===== config.mk =====
export PLATFORM = sky130hd
export DESIGN_NAME = uart_rx_deframer
export DESIGN_NICKNAME = d
export VERILOG_FILES = /design/src/rtl/uart_rx_pkg.sv /design/src/rtl/uart_rx_out_reg.sv /design/src/rtl/uart_rx_deframer.sv
export SDC_FILE = /design/constraint.sdc
export NUM_CORES = 1
export LEC_CHECK = 0
export CORE_MARGIN = 5
export CORE_UTILIZATION = 45
export CTS_CLUSTER_DIAMETER = 40
export DETAILED_ROUTE_END_ITERATION = 16
export PLACE_DENSITY = 0.74
export SETUP_SLACK_MARGIN = 0.5
export SYNTH_ARGS = -nofsm -noshare
export SYNTH_HDL_FRONTEND = slang
export SYNTH_SLANG_ARGS = --single-unit

===== constraint.sdc =====
create_clock -name clk -period 1.42 [get_ports clk]
set_clock_uncertainty 0.15 [all_clocks]
set_input_delay 0.142 -clock clk [delete_from_list [all_inputs] [get_ports clk]]
set_output_delay 0.142 -clock clk [all_outputs]
set_load 0.02 [all_outputs]

===== src/rtl/uart_rx_pkg.sv =====
// Shared UART RX definitions: FSM state encoding, per-word status bundle and the
// parity rule (also used by the TX framer). No logic, no latency, no flow control.
package uart_rx_pkg;

  typedef enum logic [2:0] {
    ST_IDLE     = 3'd0,
    ST_DATA     = 3'd1,
    ST_PARITY   = 3'd2,
    ST_STOP     = 3'd3,
    ST_BRK_WAIT = 3'd4
  } rx_state_e;

  typedef struct packed {
    logic perr;
    logic ferr;
    logic brk;
  } rx_status_t;

  // Stick mode forces the bit to ~eps; otherwise even/odd over the data bits.
  function automatic logic parity_bit(input logic pen, input logic eps,
                                      input logic sp, input logic acc);
    if (!pen) return 1'b0;
    return sp ? ~eps : (eps ? acc : ~acc);
  endfunction

endpackage


===== src/rtl/uart_rx_out_reg.sv =====
// Single-entry word+status holding register; loads one cycle after load_vld.
// A load while full and not draining drops the new word and pulses overrun.
module uart_rx_out_reg
  import uart_rx_pkg::*;
#(
  parameter int DATA_W = 8
) (
  input  logic              clk,
  input  logic              rst,
  input  logic              load_vld,
  input  logic [DATA_W-1:0] load_dat,
  input  rx_status_t        load_sts,
  input  logic              rx_ready,
  output logic              rx_valid,
  output logic [DATA_W-1:0] rx_data,
  output rx_status_t        rx_sts,
  output logic              overrun
);

  logic can_load;

  assign can_load = ~rx_valid | rx_ready;

  always_ff @(posedge clk) begin
    if (rst) begin
      rx_valid <= 1'b0;
      rx_data  <= '0;
      rx_sts   <= '0;
      overrun  <= 1'b0;
    end else begin
      overrun <= 1'b0;
      if (load_vld) begin
        if (can_load) begin
          rx_valid <= 1'b1;
          rx_data  <= load_dat;
          rx_sts   <= load_sts;
        end else begin
          overrun  <= 1'b1;
        end
      end else if (rx_valid && rx_ready) begin
        rx_valid <= 1'b0;
      end
    end
  end

endmodule


===== src/rtl/uart_rx_deframer.sv =====
// UART receive deframer: start/data/parity/stop from mid-bit samples, one bit per cycle.
// Word valid one cycle after the stop-bit sample; held until rx_ready, overrun on drop.
module uart_rx_deframer
  import uart_rx_pkg::*;
#(
  parameter int DATA_W = 8,
  parameter int WLS_W  = $clog2(DATA_W)
) (
  input  logic              clk,
  input  logic              rst,
  input  logic              bit_valid,
  input  logic              bit_in,
  input  logic [WLS_W-1:0]  wls,
  input  logic              pen,
  input  logic              eps,
  input  logic              sp,
  input  logic              rx_ready,
  output logic              rx_valid,
  output logic [DATA_W-1:0] rx_data,
  output logic              parity_error,
  output logic              framing_error,
  output logic              break_int,
  output logic              overrun,
  output logic              busy
);

  localparam int CNT_W = $clog2(DATA_W);

  localparam logic [2:0] IDLE     = ST_IDLE;
  localparam logic [2:0] DATA     = ST_DATA;
  localparam logic [2:0] PARITY   = ST_PARITY;
  localparam logic [2:0] STOP     = ST_STOP;
  localparam logic [2:0] BRK_WAIT = ST_BRK_WAIT;

  logic [2:0]        state_q;
  logic [CNT_W-1:0]  cnt_q;
  logic [CNT_W-1:0]  wls_q;
  logic [CNT_W-1:0]  wls_eff;
  logic [DATA_W-1:0] shift_q;
  logic              acc_q;
  logic              ones_q;
  logic              perr_q;
  logic              pen_q;
  logic              eps_q;
  logic              sp_q;

  logic              frame_done;
  logic              brk_now;
  rx_status_t        sts_now;
  rx_status_t        rx_sts;

  // Word lengths beyond DATA_W are only reachable when DATA_W is not a power of two.
  if ((1 << WLS_W) > DATA_W) begin : g_wls_clamp
    assign wls_eff = (wls > WLS_W'(DATA_W - 1)) ? CNT_W'(DATA_W - 1) : CNT_W'(wls);
  end else begin : g_wls_direct
    assign wls_eff = CNT_W'(wls);
  end

  always_comb begin
    frame_done = bit_valid && (state_q == STOP);
    brk_now    = ~ones_q & ~bit_in;
    sts_now    = '{perr: perr_q, ferr: ~bit_in, brk: brk_now};
  end

  always_ff @(posedge clk) begin
    if (rst) begin
      state_q <= IDLE;
      cnt_q   <= '0;
      wls_q   <= '0;
      shift_q <= '0;
      acc_q   <= 1'b0;
      ones_q  <= 1'b0;
      perr_q  <= 1'b0;
      pen_q   <= 1'b0;
      eps_q   <= 1'b0;
      sp_q    <= 1'b0;
    end else if (bit_valid) begin
      case (state_q)
        IDLE: begin
          if (!bit_in) begin
            wls_q   <= wls_eff;
            pen_q   <= pen;
            eps_q   <= eps;
            sp_q    <= sp;
            cnt_q   <= '0;
            shift_q <= '0;
            acc_q   <= 1'b0;
            ones_q  <= 1'b0;
            perr_q  <= 1'b0;
            state_q <= DATA;
          end
        end
        DATA: begin
          shift_q[cnt_q] <= bit_in;
          acc_q          <= acc_q ^ bit_in;
          ones_q         <= ones_q | bit_in;
          cnt_q          <= cnt_q + CNT_W'(1);
          if (cnt_q == wls_q) state_q <= pen_q ? PARITY : STOP;
        end
        PARITY: begin
          perr_q  <= bit_in != parity_bit(pen_q, eps_q, sp_q, acc_q);
          ones_q  <= ones_q | bit_in;
          state_q <= STOP;
        end
        STOP: begin
          // An all-zero frame means the line is held low; wait for it to recover.
          state_q <= brk_now ? BRK_WAIT : IDLE;
        end
        BRK_WAIT: begin
          if (bit_in) state_q <= IDLE;
        end
        default: state_q <= IDLE;
      endcase
    end
  end

  uart_rx_out_reg #(
    .DATA_W (DATA_W)
  ) u_out_reg (
    .clk      (clk),
    .rst      (rst),
    .load_vld (frame_done),
    .load_dat (shift_q),
    .load_sts (sts_now),
    .rx_ready (rx_ready),
    .rx_valid (rx_valid),
    .rx_data  (rx_data),
    .rx_sts   (rx_sts),
    .overrun  (overrun)
  );

  assign parity_error  = rx_sts.perr;
  assign framing_error = rx_sts.ferr;
  assign break_int     = rx_sts.brk;
  assign busy          = (state_q != IDLE);

endmodule


=== After elaboration in Yosys (flattened, before gate mapping) ===
Cells that the tools add are included.

* Bits in registers: 36
* Latch bits: 0
* Memory bits (writable): 0
* Memory bits (read-only): 0
* Bits of input ports: 11
* Logic and storage cells: 89
* Memories kept: 0

* $add $sub $neg: 1
* Multipliers: 0
* Divide/modulo/power cells: 0
* Order comparisons: 2
* Eq/ne operators: 10
* Shift operators: 0
* Muxes and demuxes: 32
* Bitwise logic cells: 10
* Reductions and logical operators: 18

{| class="wikitable"
|+ Operator list
! cell !! count
|-
| $mux W1 || 18
|-
| $pmux W8 S2 || 1
|-
| $mux W3 || 5
|-
| $pmux W3 S5 || 1
|-
| $reduce_and A3 Y1 || 4
|-
| $bwmux W8 || 1
|-
| $mux W8 || 1
|-
| $reduce_bool A2 Y1 || 4
|-
| $eq A3 B2 Y1 const B || 2
|-
| $ne A2 B2 Y1 const B || 3
|-
| $not A1 Y1 || 6
|-
| $pmux W1 S2 || 3
|-
| $pmux W3 S2 || 1
|-
| $lt A3 B4 Y1 const B || 1
|-
| $reduce_and A2 Y1 || 2
|-
| $reduce_and A4 Y1 || 1
|-
| $reduce_or A2 Y1 || 2
|-
| $add A3 B1 Y3 const B || 1
|-
| $demux W1 S3 || 1
|-
| $eq A3 B1 Y1 const B || 1
|-
| $eq A3 B3 Y1 || 1
|-
| $eq A3 B3 Y1 const B || 1
|-
| $ge A3 B1 Y1 const B || 1
|-
| $logic_and A1 B1 Y1 || 3
|-
| other kinds (7) || 8
|}

=== Logic depth before layout (Yosys ltp) ===
Gate-level depths: netlist (run 1).

* Word-level depth: 10
* Mapped depth: 6
* Depth with buffers taken out: 4

=== By module ===
Synthesis (run 1) repeated with hierarchy kept, for this count alone.

* Cell total of the unflattened synthesis: 199
* Area total of the unflattened synthesis: 1780.5 µm²

{| class="wikitable"
|+ Modules (own cells, without submodules)
! module !! times used !! cells each !! area an instance (µm²) !! seq. area each (µm²)
|-
| uart_rx_deframer || 1 || 145 || 1199.9 || 460.4
|-
| uart_rx_out_reg || 1 || 54 || 580.6 || 260.2
|}

=== Worst setup path before layout (run 1) ===
No wires, ideal clock.

* Kind: register to register
* Start point: reg cnt_q[1]
* End point: reg state_q[0]
* Arrival: 1.257 ns
* Path slack: -0.114 ns
* Stages on the path, launching flop included: 6
* Buffers on the path: 1
* Clock period less this slack: 1.534 ns
* Cells stage by stage: dfxtp_1 > buf_2 > xor2_1 > nor3_1 > nor4bb_1 > or3_1

* Word-level cells in the longest chain between the ends: 3

{| class="wikitable"
|+ Ends and longest elaborated chain
! item !! RTL line !! text
|-
| start: declaration || uart_rx_deframer.sv:36 || <nowiki>logic [CNT_W-1:0] cnt_q;</nowiki>
|-
| start signal: assignment || uart_rx_deframer.sv:97 || <nowiki>cnt_q <= cnt_q + CNT_W'(1);</nowiki>
|-
| $eq A3 B3 Y1 || uart_rx_deframer.sv:98 || <nowiki>if (cnt_q == wls_q) state_q <= pen_q ? PARITY : STOP;</nowiki>
|-
| $ne A2 B2 Y1 (no line) || -- ||
|-
| $reduce_and A4 Y1 (no line) || -- ||
|-
| end signal: assignment || uart_rx_deframer.sv:98 ||
|-
| end signal: assignment || uart_rx_deframer.sv:107 || <nowiki>state_q <= brk_now ? BRK_WAIT : IDLE;</nowiki>
|-
| end: declaration || uart_rx_deframer.sv:35 || <nowiki>logic [2:0] state_q;</nowiki>
|}

Every way passes these cells.
A chain may end at the register's enable or synchronous reset.

=== Worst setup path in the final report (run 1) ===
* Start point: reg state_q[2]
* End point: reg u_out_reg.rx_data[4]

* Word-level cells in the longest chain between the ends: 3

{| class="wikitable"
|+ Ends and longest elaborated chain
! item !! RTL line !! text
|-
| $eq A3 B2 Y1 || uart_rx_deframer.sv:60 || <nowiki>frame_done = bit_valid && (state_q == STOP);</nowiki>
|-
| $logic_and A1 B1 Y1 || uart_rx_deframer.sv:60 ||
|-
| $reduce_and A2 Y1 (no line) || -- ||
|-
| end signal: assignment || uart_rx_out_reg.sv:35 || <nowiki>rx_data <= load_dat;</nowiki>
|-
| end: declaration || uart_rx_out_reg.sv:15 || <nowiki>output logic [DATA_W-1:0] rx_data,</nowiki>
|}

Every way passes these cells.

==> impl_metrics.csv, run 1 <==
group,metric,value,unit
global_routing,grt_util_met3,0.0384,
synthesis,yosysWarningCount,0,
timing,slew_headroom,0.805,
timing,worst_slew_pin_slew,0.291,ns
layout,diodes,0,
synthesis,synth_edf_count,0,
timing,final_hold_viol_count,0,
clock_network,clockBufferDepth,2,
synthesis,yosys-top-cells-area,"dfxtp_1, mux2i_1, a21oi_1",
worst_setup_path,crit_type,"flip-flop to flip-flop",
worst_setup_path,crit_fanout,7,
die,core,3630,um2
synthesis,yosysSeqAreaShare,0.431,
timing,period_needed,1.52,ns
detailed_routing,wl_per_cell,14.3,um
layout,drive_above_1_share,0.403,
power_and_ir_drop,p_leak,1.02,nW
timing,worst_slack,-0.0974,ns
placed_design,hpwl,2.58,mm
layout,final_cells,286,
timing,holdWs,0.225,ns
worst_setup_path,start_kind,"flip-flop",
layout,syn_to_final_growth,48.5,%
synthesis,syn_inst,188,
worst_setup_path,crit_arrival,1.54,ns
placed_design,place_congestion,0.800,
detailed_routing,via_per_inst,5.46,
synthesis,mappedNetlistArea,1670,um2
global_routing,grt_max_degree,16,
die,die_w,70.9,um
power_and_ir_drop,ir_worst_vdd,698,uV
clock_network,cts_sinks,36,
clock_network,tritoncts,"built",
layout,layout_commonest_cell,"buf_4",
die,fp.dieH,70.9,um
synthesis,ys_ff_latch,36,
timing,slew_violations,0,
detailed_routing,dr.pass1.iters,4,
global_routing,grt_util_met1,0.202,
global_routing,gr-usage-met2,0.277,
synthesis,syn_avg_cell_area,8.88,um2
clock_network,clk_latency,0.29,ns
clock_network,h-tree-depth,2,
synthesis,ys.flop_type,"dfxtp_1",
global_routing,grt-busiest-layer,"met2",
timing,fmax,0.659,GHz
synthesis,syn-num-nets,200,
placed_design,numPortBuffers,24,
detailed_routing,ant_nets,0,
detailed_routing,drt_wl_total,4.09,mm
global_routing,grt_pass1_vias,1444,
timing,finalSetupViolations,26,
timing,min_period_over_period,1.07,
global_routing,grt_pass1_wl,6.63,mm
clock_network,cts_buffers,5,
synthesis,yosysTopAreaCell,"dfxtp_1",
die,die_area,5030,um2
global_routing,globalRouteTotalUtil,0.166,
min_path,min_path_type,"input pin to flip-flop",
die,start_util,0.460,
worst_setup_path,end_kind,"flip-flop",
die,io-pin-count,25,
status,violations,"negative setup slack",
detailed_routing,drc_errors,0,
clock_network,root_buffer,"clkbuf_8",
global_routing,antenna_found_initial,0,
synthesis,ys_async_sr_fraction,0,
detailed_routing,drt_iter0_markers,130,
synthesis,synth_top_area_frac,0.431,
power_and_ir_drop,power_density,1010,nW/um2
placed_design,dp.cells,268,
timing,grt_setup_unrepaired,"yes",
worst_setup_path,cp.required,1.44,ns
flow_run,drv_cap,0,
die,row_count,22,
detailed_routing,vias,1561,
layout,finalNetCount,249,
global_routing,grt-ovfl-total,0,
timing,setup_tns,-1.32,ns
clock_network,clk_pin_slew,0.07,ns
synthesis,ys_types,39,
layout,final_cell_mix,"buf_4, nor2_1, a21oi_1",
status,status,"finished with violations",
-- what timing repair did --
action,in CTS,in global routing
cloned,1,0
pin swaps,3,7
endpoints found under the setup margin,50,50
setup buffers,8,1
hold endpoints to repair,0,0
hold buffers,0,0
gates resized for setup,108,17
-- cells in the mapped netlist, types with 2 or more instances --
cell type / count
and4_1: 2
mux2i_1: 16
inv_1: 4
a211oi_1: 2
nand3b_1: 2
nand3_1: 5
nor2_1: 24
xor2_1: 4
dfxtp_1: 36
nand2_1: 9
nor3_1: 7
nand2b_1: 2
o21ai_0: 8
buf_2: 7
buf_6: 4
or3_1: 3
o21ai_1: 2
a31oi_1: 3
nor2b_1: 6
a21oi_1: 20
clkbuf_1: 4
-- stage by stage --
step / utilization / worst slack [ns] / power, mW / area [um2]
after floorplan: - / -0.0322 / 1.37 / 1740
after global placement: 0.582 / -0.308 / 1.47 / 2110
after detailed placement: 0.582 / -0.343 / 1.48 / 2110
after CTS: 0.665 / -0.0962 / 2.46 / 2420
after global routing: 0.683 / -0.154 / 2.59 / 2480
final: 0.683 / -0.0974 / 2.50 / 2480
-- state kept, by name (all words and copies together) (netlist names) --
name	cells
shift_q	8
u_out_reg.rx_data	8
cnt_q	3
state_q	3
u_out_reg.rx_sts	3
wls_q	3
acc_q	1
eps_q	1
ones_q	1
pen_q	1
perr_q	1
sp_q	1
u_out_reg.overrun	1
u_out_reg.rx_valid	1
-- worst paths after layout --
check / from / end / slack, ns / cells after the start
setup reg to reg: state_q[2]$_SDFFE_PP0P_ / u_out_reg.rx_data[4]$_SDFFE_PP0P_ / -0.1 / 6
hold / removal: bit_valid / state_q[1]$_SDFFE_PP0P_ / 0.23 / 4
setup / recovery: state_q[2]$_SDFFE_PP0P_ / u_out_reg.rx_data[4]$_SDFFE_PP0P_ / -0.1 / 6
hold reg to reg: shift_q[4]$_SDFFE_PP0P_ / shift_q[4]$_SDFFE_PP0P_ / 0.33 / 2
-- layout make-up --
| cell class | instances | area (um2) |
|---|---|---|
| inverters | 4 | 15.0 |
| repair buffers | 58 | 597 |
| clock buffers | 8 | 121 |
| flip-flops and latches | 36 | 751 |
| fillers | 293 | 1150 |
| multi-input cells | 132 | 936 |
| well taps | 48 | 60.1 |
-- cells by family after synthesis --
logic type | count (synthesis) | synth area share
flip-flops | 36 | 0.431
AO/OA/AOI/OAI | 41 | 0.140
XOR/XNOR | 5 | 0.0262
multiplexers | 16 | 0.0959
buffers and inverters | 20 | 0.0682
AND/OR/NAND/NOR | 69 | 0.231
adder cells (fa/ha/maj) | 1 | 0.00749
-- report_power, final --
| group | leakage [nW] | switching (mW) | internal, mW | total (mW) |
|---|---|---|---|---|
| Sequential | 0.301 | 0.0404 | 1.04 | 1.08 |
| Clock | 0.0627 | 0.366 | 0.549 | 0.915 |
| Combinational | 0.652 | 0.229 | 0.271 | 0.500 |
-- critical path, stage by stage, from the launching register on --
cell and delay (ns):
dfxtp_4 0.38, buf_6 0.12, nand4b_4 0.17, nor2b_4 0.19
buf_12 0.15, mux2i_1 0.18, nor2_1 0.06
-- per-layer routing --
| layer | share of wire | vias to the layer above |
|---|---|---|
| li1 | - | 758 |
| met1 | 0.44 | 753 |
| met2 | 0.49 | 45 |
| met3 | 0.050 | 5 |
| met4 | 0.019 | 0 |
| met5 | 0 | - |
Power figures use the tool's default switching activity.
==> run 2: changes to the inputs <==
GPL_ROUTABILITY_DRIVEN = 0   (was unset)
==> results of run 2 <==
The final DEF is identical to that of run 1; final timing and power are the same.
==> run 3: changes to the inputs <==
GPL_ROUTABILITY_DRIVEN = 1   (was 0)
==> results of run 3 <==
The final DEF is identical to that of run 1; final timing and power are the same.
==> RTL change: new RTL, settings of run 3 <==
`DATA_W` is set to 8 in 2 places; all go to 4.
--- a/src/rtl/uart_rx_out_reg.sv
+++ b/src/rtl/uart_rx_out_reg.sv
@@ -5,3 +5,3 @@
 #(
-  parameter int DATA_W = 8
+  parameter int DATA_W = 4
 ) (
--- a/src/rtl/uart_rx_deframer.sv
+++ b/src/rtl/uart_rx_deframer.sv
@@ -5,3 +5,3 @@
 #(
-  parameter int DATA_W = 8,
+  parameter int DATA_W = 4,
   parameter int WLS_W  = $clog2(DATA_W)
Interface: changed (resized rx_data and wls); port bits go from 25 to 20. The function was not compared with the original's and may differ.
==> RTL change against run 3 <==
The run still ends with setup timing left. Sequential cell count fell by 10. Worst hold slack got worse by 0.070 ns. Area after synthesis fell by 25%. Synthesized cell count fell by 27%. Total power fell by 42%. Worst setup slack got worse by 0.042 ns. Count of clock-buffer cells in the layout fell by 5. Wire length fell by 22%. Sequential power fell by 28%. Design area fell by 27%.
==> RTL change: results (changes against run 3) <==
The worst setup slack after placement is -0.355 ns (was -0.343 ns). The area share of fa/ha/maj cells after synthesis is 0.0398 (was 0.00749). The detailed-routed wire length on met3 is 121 um (was 204 um).

The largest fanout of any net on the critical path is 8 (was 7). The port buffer count came out at 19 (was 24). The parity-gate share of the synthesized area counting xor and xnor cells came out at 0.0209 (was 0.0262). The number of clock buffers inserted by TritonCTS came out at 3 (was 5). Biggest regs: shift_q (4), u_out_reg.rx_data (4) (was shift_q (8), u_out_reg.rx_data (8)). The wire length on met1 is 1.35 mm (was 1.81 mm). The global-route track usage on met3 was 0.0288 (was 0.0384). The count of final setup violators is 21 (was 26).

The number of nets produced by synthesis came out at 152 (was 200). The post-synthesis cell count came out at 138 (was 188). Outcome: finished with violations (unchanged). The CTS clock-pin slew for the worst setup and hold paths is 0.14 ns (was 0.07 ns). The slowest cell on the critical path was sky130_fd_sc_hd__dfxtp_2 (was sky130_fd_sc_hd__dfxtp_4). The first-pass GRT wire length was 5.13 mm (was 6.63 mm).

The leakage power came out at 0.673 nW (was 1.02 nW). The clock latency at the later pin of the worst-skew pair was 0.34 ns (was 0.29 ns). The final setup TNS is -2.06 ns (was -1.32 ns). The maximum number of pins on one net before global-route repair came to 23 (was 16).

The amount of wire on met2 after detailed routing came out at 1.64 mm (was 2.00 mm). The slew at the pin closest to its max-slew limit came out at 0.316 ns (was 0.291 ns). The capturing point of the worst reg2reg path is u_out_reg.rx_data[0] (was u_out_reg.rx_data[4]).

The post-synthesis sequential area ratio came out at 0.414 (was 0.431). The placed instance area is 1560 sq um (was 2110 sq um). The maximum ir drop on the vdd rail came to 0.502 mV (was 0.698 mV). The global-route track usage on met2 came out at 0.277 (about the same).

Failing checks: setup timing (unchanged). The proportion of netlist area held by the largest area contributor is 0.414 (was 0.431). The number of global-route vias before repair came to 1,139 (was 1,444). The number of distinct library cell variants in the gate-level netlist after synthesis came out at 38 (was 39).

The share of the synthesized area in compound gates (AO/OA/AOI/OAI) came out at 0.126 (was 0.140). The global-route total usage across every layer is 0.159 (was 0.166). The worst-case setup margin in the final layout is -0.139 ns (was -0.0974 ns). Leading post-synthesis cells by instance count: 26 x sky130_fd_sc_hd__dfxtp_1, 16 x sky130_fd_sc_hd__nor2_1, 12 x sky130_fd_sc_hd__mux2i_1 (was 36 x sky130_fd_sc_hd__dfxtp_1, 24 x sky130_fd_sc_hd__nor2_1, 20 x sky130_fd_sc_hd__a21oi_1).
## RTL change: cell count changes in the layout (fill, tap and decap cells not counted), moves of 4 or more
cell / run 3 / this run
sky130_fd_sc_hd__xor2_1: 4 / 0
sky130_fd_sc_hd__clkbuf_8: 7 / 0
sky130_fd_sc_hd__o21ai_1: 4 / 0
sky130_fd_sc_hd__dfxtp_1: 18 / 12
sky130_fd_sc_hd__nand3b_1: 2 / 7
sky130_fd_sc_hd__a21oi_1: 19 / 7
sky130_fd_sc_hd__nor2_1: 22 / 14
sky130_fd_sc_hd__o21ai_0: 6 / 0
sky130_fd_sc_hd__a32oi_1: 0 / 4
sky130_fd_sc_hd__buf_4: 26 / 14
## RTL change: timing repair
action	4_1_cts	5_1_grt
pin swaps	11	12
gates resized for setup	83	24
endpoints found under the setup margin	36	36
buffers inserted	5	2
hold buffers	0	0
## RTL change: area by class of cell
class / instances / area [sq um]
well taps: 31 / 38.8
multi-input cells: 96 / 778
fillers: 209 / 893
clock buffers: 3 / 22.5
repair buffers: 42 / 417
flip-flops and latches: 26 / 538
inverters: 6 / 22.5
## RTL change: how the worst max path moves through the flow
stage	start	to	slack, ns	depth (start not counted)
global placement	bit_valid	u_out_reg.rx_sts[2]	-0.29	6
finish	state_q[2]	u_out_reg.rx_data[0]	-0.14	6
global route	state_q[2]	u_out_reg.rx_data[1]	-0.19	6
floorplan	state_q[2]	u_out_reg.rx_data[0]	-0.01	6
detailed placement	bit_valid	u_out_reg.rx_sts[0]	-0.35	6
CTS	state_q[2]	u_out_reg.rx_data[2]	-0.12	6
## RTL change: report_power, final
group / total, mW / internal (mW) / switching, mW
sequential: 0.777 / 0.754 / 0.0226
clock: 0.322 / 0.100 / 0.222
combinational: 0.341 / 0.172 / 0.169
total: 1.44 / 1.03 / 0.413
